**src/rtl/mul_iter_seq.sv**
```systemverilog
// Iterated-multiply sequencer: Rd = Rm * Rs^N (mod 2^DATA_W) on a register file,
// using an external multiplier and one read pair / one write port.
module mul_iter_seq #(
    parameter int DATA_W  = 32,
    parameter int ADDR_W  = 4,
    parameter int CNT_W   = 6,
    parameter int RD_LAT  = 1,
    parameter int MUL_LAT = 0
) (
    input  logic              clk,
    input  logic              rst_n,
    input  logic              cmd_valid,
    output logic              cmd_ready,
    input  logic [ADDR_W-1:0] cmd_rs,
    input  logic [ADDR_W-1:0] cmd_rm,
    input  logic [ADDR_W-1:0] cmd_rd,
    input  logic [CNT_W-1:0]  cmd_count,
    input  logic              abort,
    output logic              rd_en,
    output logic [ADDR_W-1:0] rd_addr_a,
    output logic [ADDR_W-1:0] rd_addr_b,
    input  logic [DATA_W-1:0] rd_data_a,
    input  logic [DATA_W-1:0] rd_data_b,
    output logic [DATA_W-1:0] mul_rs,
    output logic [DATA_W-1:0] mul_rm,
    input  logic [DATA_W-1:0] mul_result,
    output logic              wr_en,
    output logic [ADDR_W-1:0] wr_addr,
    output logic [DATA_W-1:0] wr_data,
    output logic              busy,
    output logic              done
);

    typedef enum logic [2:0] {IDLE, RD, RDW, MUL, WB, DONE} state_t;

    localparam logic [7:0] RD_LAST  = 8'(RD_LAT - 1);
    localparam logic [7:0] MUL_LAST = 8'(MUL_LAT);

    state_t            state_q, state_d;
    logic [7:0]        wait_q;
    logic [CNT_W-1:0]  cnt_q;
    logic [ADDR_W-1:0] rs_addr_q, rm_addr_q, rd_addr_q;
    logic [DATA_W-1:0] rs_q, rm_q, res_q;

    // NOTE: sequential state uses non-blocking (<=) so every register samples pre-edge values.
    always_ff @(posedge clk) begin
        if (!rst_n) state_q <= IDLE;
        else        state_q <= state_d;
    end

    // NOTE: every output of this block gets a default first, so no path can infer a latch.
    always_comb begin
        state_d   = state_q;
        cmd_ready = 1'b0;
        busy      = 1'b1;
        rd_en     = 1'b0;
        wr_en     = 1'b0;
        done      = 1'b0;
        case (state_q)
            IDLE: begin
                cmd_ready = 1'b1;
                busy      = 1'b0;
                if (cmd_valid) state_d = (cmd_count == '0) ? DONE : RD;
            end
            RD: begin
                rd_en   = 1'b1;
                state_d = RDW;
            end
            RDW: if (wait_q == RD_LAST) state_d = MUL;
            MUL: if (wait_q == MUL_LAST) state_d = WB;
            WB: begin
                wr_en   = !abort;
                state_d = (cnt_q > CNT_W'(1)) ? MUL : DONE;
            end
            DONE: begin
                done    = !abort;
                state_d = IDLE;
            end
            default: state_d = IDLE;
        endcase
        // abort overrides any transition once a command is running
        if (abort && state_q != IDLE) state_d = IDLE;
    end

    always_ff @(posedge clk) begin
        if (!rst_n) begin
            wait_q    <= '0;
            cnt_q     <= '0;
            rs_addr_q <= '0;
            rm_addr_q <= '0;
            rd_addr_q <= '0;
            rs_q      <= '0;
            rm_q      <= '0;
            res_q     <= '0;
        end else begin
            if (state_d != state_q)                 wait_q <= '0;
            else if (state_q == RDW || state_q == MUL) wait_q <= wait_q + 8'd1;

            if (state_q == IDLE && cmd_valid) begin
                rs_addr_q <= cmd_rs;
                rm_addr_q <= cmd_rm;
                rd_addr_q <= cmd_rd;
                cnt_q     <= cmd_count;
            end
            if (state_q == RDW && state_d == MUL) begin
                rs_q <= rd_data_a;
                rm_q <= rd_data_b;
            end
            if (state_q == MUL && state_d == WB) res_q <= mul_result;
            // product feeds back as the next Rm; Rs stays from the single read
            if (state_q == WB && state_d == MUL) begin
                cnt_q <= cnt_q - CNT_W'(1);
                rm_q  <= res_q;
            end
        end
    end

    assign rd_addr_a = rs_addr_q;
    assign rd_addr_b = rm_addr_q;
    assign mul_rs    = rs_q;
    assign mul_rm    = rm_q;
    assign wr_addr   = rd_addr_q;
    assign wr_data   = res_q;

endmodule

```
**config.mk**
```make
export PLATFORM = sky130hd
export DESIGN_NAME = mul_iter_seq
export DESIGN_NICKNAME = d
export VERILOG_FILES = /design/src/rtl/mul_iter_seq.sv
export SDC_FILE = /design/constraint.sdc
export NUM_CORES = 1
export LEC_CHECK = 0
export ABC_AREA = 1
export BUFFER_PORTS_ARGS = -buffer_cell sky130_fd_sc_hd__buf_2
export CAP_MARGIN = 20
export CORE_UTILIZATION = 43
export CTS_BUF_LIST = sky130_fd_sc_hd__clkbuf_4 sky130_fd_sc_hd__clkbuf_8 sky130_fd_sc_hd__clkbuf_16
export CTS_CLUSTER_SIZE = 30
export DETAILED_ROUTE_END_ITERATION = 8
export PLACE_DENSITY = 0.8
export SYNTH_ARGS = -nofsm -noshare
export SYNTH_HDL_FRONTEND = slang
export SYNTH_SLANG_ARGS = --single-unit
```
**constraint.sdc**
```tcl
create_clock -name clk -period 1.5 [get_ports clk]
set_input_delay 0.3 -clock clk [delete_from_list [all_inputs] [get_ports clk]]
set_output_delay 0.3 -clock clk [all_outputs]
set_load 0.02 [all_outputs]
```
Word-level counts from Yosys, hierarchy flattened. Cells that the tools add are included.

$add $sub $neg: 2. Order comparisons: 1. Equality and inequality tests: 8. Muxes and demuxes: 16. Bitwise operators: 1. Reduce and logical (&&, ||, !) cells: 14.

Operators with widths (count): 2-to-1 mux 32 bit (2); 2-to-1 mux 3 bit (6); case mux 3 bit (5 select lines) (1); 2-to-1 mux 6 bit (2); equality test 3 x 2 -> 1 bit, second input constant (3); equality test 3 bit, second input constant (3); adder 8 x 1 -> 8 bit, second input constant (1); logical NOT 8 bit (1); greater-than comparator 6 x 1 -> 1 bit, second input constant (1); logical NOT 6 bit (1); subtractor 6 x 1 -> 6 bit, second input constant (1); logical AND 1 bit (5); 2-to-1 mux 1 bit (5); nonzero test 2 bit (2); equality test 3 x 1 -> 1 bit, second input constant (1); logical NOT 3 bit (1); != test 3 bit (1); nonzero test 3 bit (1); OR reduction 2 bit (1); logical NOT 1 bit (1); logical OR 1 bit (1); NOT 1 bit (1).

Register bits: 125. Output and inout port bits: 113.

Logic depth before layout (Yosys ltp).
Depth in word-level cells: 9. Gate-level depth with buffers: 15. Gate-level depth less buffers: 13.

Worst setup path after synthesis. OpenSTA, ideal clock, no wires.

Path type: register to register. From: reg state_q[1]. To: reg rm_q[22], in the netlist mul_rm[22]. Data arrival time: 1.614 ns. Path slack: -0.224 ns. Cell stages (with the launch flop): 13. Path buffers: 2. Period minus slack after synthesis: 1.724 ns. Cells stage by stage: dfxtp_1 > nor2_1 > nand2_1 > nor2_1 > nand2_1 > nand3_1 > nor2_2 > buf_6 > buf_6 > nand3_1 > nand3_1 > nand2_1 > inv_1.

Longest elaborated chain between the ends: 6. Elaborated cells between the ends (all ways): 17. Those cells by class: eq/ne (5); mux (6); reduce/logical (6).

RTL lines: from (decl) (RTL line 39) `state_t state_q, state_d;`; from (signal assigned) (RTL line 48) `else state_q <= state_d;`; equality test 3 bit (tied with other cells) (RTL line 59, 111); case mux 3 bit (5 select lines) or logical AND 1 bit (tied branches) (RTL line 59, 82); 2-to-1 mux 3 bit (RTL line 82) `if (abort && state_q != IDLE) state_d = IDLE;`; equality test 3 x 2 -> 1 bit (RTL line 105, 111); logical AND 1 bit (on tied branches) (RTL line 111, 105); 2-to-1 mux 32 bit or nonzero test 2 bit (tied branches); to (signal assigned) (RTL line 107) `rm_q <= rd_data_b;`; to (signal assigned) (RTL line 113) `rm_q <= res_q;`; to (decl) (RTL line 43) `logic [DATA_W-1:0] rs_q, rm_q, res_q;`.

Parallel ways exist; a longest one is shown, timed or not. A chain may end at the register's enable or synchronous reset.

Final worst setup path.
From: reg wait_q[0]. To: reg rm_q[24], in the netlist mul_rm[24].

Longest elaborated chain between the ends: 7. Elaborated cells between the ends (all ways): 10. Those cells by class: eq/ne (1); mux (5); reduce/logical (4).

RTL lines: from (decl) (RTL line 40) `logic [7:0] wait_q;`; from (signal assigned) (RTL line 97) `else if (state_q == RDW || state_q == MUL) wait_q <= wait_q + 8'd1;`; logical NOT 8 bit * (RTL line 69, 70); 2-to-1 mux 3 bit (on tied branches) (RTL line 70, 69); case mux 3 bit (5 select lines) * (RTL line 59) `case (state_q)`; 2-to-1 mux 3 bit * (RTL line 82); equality test 3 x 2 -> 1 bit * (RTL line 105, 111); logical AND 1 bit (on tied branches) (RTL line 111, 105); 2-to-1 mux 32 bit or nonzero test 2 bit (tied branches).

Mark *: on every way between the ends. The rest lies on a longest branch, timed or not.

==> flow_summary_export.csv <==
group,metric,value,unit
outcome,status,"finished with violations",
outcome,violations,"negative setup slack",
logic_synthesis,ys_async_sr_fraction,0,
global_routing,grtUsageTotal,0.3161,
finish,final_cell_mix,"buf_2, dfxtp_1, nand3_2, nand3_1, inv_1",
worst_setup_path,crit_family,"simple AND/OR/NAND/NOR gates",
cts,root_buffer,"clkbuf_16",
worst_setup_path,cp_max_fo,7,
power_and_ir_drop,power_frac_comb,0.338,
cts,cts_max_level,4,
power_and_ir_drop,ir_drop,957.6,uV
cts,cts-buffers-inserted,17,
route,post-route-drc-count,0,
sta,finalCritPeriodShare,1.311,
power_and_ir_drop,seqPwrFrac,0.304,
sta,max_slew_margin,0.7256,
logic_synthesis,yosysTopAreaCell,"dfxtp_1",
sta,timing.hold.ws,0.1099,ns
sta,fmax,508.5,MHz
worst_setup_path,path_cells,"inv_2 -> ha_4 -> nand2_4 -> nor2_4 -> nand3_2 -> nand3_2 -> nand2_2 -> nor2_4 -> buf_6 -> buf_12 -> buf_16 -> nand3_2 -> nand3_2 -> nand2_1 -> inv_1",
place,dpl.hpwl,10.91,mm
cts,clockBufferDepth,2,
floorplanning,die-area,0.01309,mm^2
logic_synthesis,synth_nets,867,
power_and_ir_drop,clkPwrFrac,0.358,
place,pre_cts_slack,-0.2766,ns
finish,area_growth,77.80,%
global_routing,grt_start_max_net_pins,65,
job,cap_violations,0,
cts,clock_latency,0.42,ns
sta,finClkSkew,0.01302,ns
floorplanning,top_level_ports,231,
logic_synthesis,syn_area,0.005433,mm^2
route,drt_pass1_iterations,7,
sta,worst_pin_slew,0.4116,ns
hold_path,hp-class,"in -> reg",
route,vias,6769,
logic_synthesis,synth_top_area_frac,0.4606,
power_and_ir_drop,power_density,1241,mW/mm^2
place,gp_congestion,0.8153,
sta,setup_viol,116,
sta,worst_slack,-0.4666,ns
logic_synthesis,syn_area_per_cell,7.292,um^2
finish,diodes,0,
global_routing,antenna_found_initial,1,
place,io_buffers,230,
logic_synthesis,yosysSeqAreaShare,0.4606,
worst_setup_path,cp_common_cell,"nand3_2",
power_and_ir_drop,swShare,0.3167,
logic_synthesis,synthTopCellsByArea,"dfxtp_1, nand3_1, nand2_1, a21oi_1, inv_1",
logic_synthesis,syn_inst,745,
worst_setup_path,endpoint_kind,"flip-flop",
finish,drive_above_1_share,0.5422,
worst_setup_path,start_kind,"flip-flop",
finish,nets,1175,
logic_synthesis,synth-edff-count,0,
global_routing,first_global_vias,6370,
power_and_ir_drop,total_power,11980,uW
global_routing,grt_remaining_overflow,0,
route,vias_per_cell,5.485,
sta,rsz0062_at_grt,"true",
power_and_ir_drop,intPower,8188,uW
power_and_ir_drop,p_leak,0.004641,uW
cts,cts_tree,"done",
logic_synthesis,ys.flop_type,"dfxtp_1",
finish,layout_commonest_cell,"buf_2",
worst_setup_path,cp_slowest_cell,"dfxtp_2",
floorplanning,die_h,114.4,um
worst_setup_path,cpPeakStageDelay,0.33,ns
sta,fin_crit,1.967,ns
worst_setup_path,path_class,"reg -> reg",
power_and_ir_drop,p_switching,3795,uW
route,wl_per_cell,18.74,um
route,antenna_left,0,
worst_setup_path,crit_arrival,2.33,ns
global_routing,grt_pass1_wl,31.40,mm
floorplanning,start_util,0.4467,
floorplanning,die_w,114.4,um
logic_synthesis,ys_seq_elements,125,
logic_synthesis,yosysWarningCount,0,
cts,clkSinkCount,125,
sta,slew_viol_final,0,
route,drt_wl_total,23.13,mm
sta,hold_violations,0,
worst_setup_path,cp_data_required_time,1.87,ns
cts,clkSlewWorstSetupHoldPaths,0.06,ns
worst_setup_path,path_buf_inv,5,
floorplanning,core-area,0.01216,mm^2
route,drt-initial-drc-count,550,
floorplanning,fp-row-count,40,
logic_synthesis,ys_types,25,
-- cell families (layout without fill, tap and decap cells) --
| kind of cell | Yosys count | after routing | synth area share |
|---|---|---|---|
| xor gates and xnor gates | 12 | 12 | 0.01935 |
| and+or+nand+nor | 346 | 346 | 0.2927 |
| adders and majority gates | 4 | 4 | 0.009213 |
| AOI/OAI and AO/OA | 119 | 119 | 0.1096 |
| buffers and inverters | 139 | 460 | 0.1085 |
| DFF | 125 | 125 | 0.4606 |
-- layer usage --
layer / vias to the layer above / GRT usage / share of wire
met1: 3174 / 0.3289 / 0.36
met3: 96 / 0.1085 / 0.093
met4: 2 / 0.1853 / 0.049
li1: 3087 / - / -
met5: - / 0 / 0.00056
met2: 410 / 0.5523 / 0.50
-- worst paths after layout --
path | startpoint | end | slack [ns] | cells past startpoint
max | wait_q[0]$_SDFFE_PP0P_ | mul_rm[24]$_SDFFE_PN0P_ | -0.47 | 15
min | cmd_rs[1] | rd_addr_a[1]$_SDFFE_PN0P_ | 0.11 | 3
max reg2reg | wait_q[0]$_SDFFE_PP0P_ | mul_rm[24]$_SDFFE_PN0P_ | -0.47 | 15
min reg2reg | wr_data[4]$_SDFFE_PN0P_ | wr_data[4]$_SDFFE_PN0P_ | 0.46 | 2
-- power by group through the flow --
stage	logic, uW	registers [uW]	clock network [uW]
after CTS	3600	3620	4270
final	4050	3640	4290
after detailed placement	2150	3680	0
after floorplan	1240	3850	0
after global routing	4250	3660	4440
after global placement	2130	3670	0
-- cell usage after synthesis, types with 4 or more instances --
library cell  instances
xnor2_1               4
buf_1                 5
dfxtp_1             125
a21oi_1              69
nor2_1               43
nor3_1               13
clkbuf_1             34
ha_1                  4
nand3_1             177
nand2_1              99
inv_1                84
buf_6                 7
o21ai_0              50
xor2_1                8
-- flip-flops by register name, summed over array words and instances, names as in the netlist --
name	cells
mul_rm	32
state_q	3
rd_addr_a	4
rd_addr_b	4
wait_q	8
mul_rs	32
cnt_q	6
wr_data	32
wr_addr	4
-- metrics by stage --
stage / cells / TNS [ns] / area, um^2 / utilization
detailed placement: 1156 / -21.82 / 7193 / 0.5915
CTS: 1221 / -24.64 / 8942 / 0.7353
finish: 1234 / -35.97 / 9659 / 0.7942
global route: 1234 / -46.57 / 9659 / 0.7942
global placement: 1156 / -17.00 / 7193 / 0.5915
floorplan: 745 / -8.731 / 5555 / -
-- what timing repair did --
action | 4_1_cts | 5_1_grt
endpoints found under the setup margin | 126 | 128
pin swaps | 21 | 47
hold buffers | 0 | 0
cloned | 14 | 9
buffers inserted | 21 | 9
gates resized for setup | 147 | 128
-- tightest hold or removal path: stages --
cell    delay (ns)
buf_2         0.08
nor2_2        0.03
nor2_1        0.08
-- area by class of cell --
class                   instances  area, um^2
well taps                     168       210.2
repair buffers                341        2673
multi-input cells             481        3307
inverters                      87       339.1
flip-flops and latches        125        2515
clock buffers                  27       538.0
clock inverters                 5       77.57
fillers                       751        2502
Power figures use the tool's default switching activity.
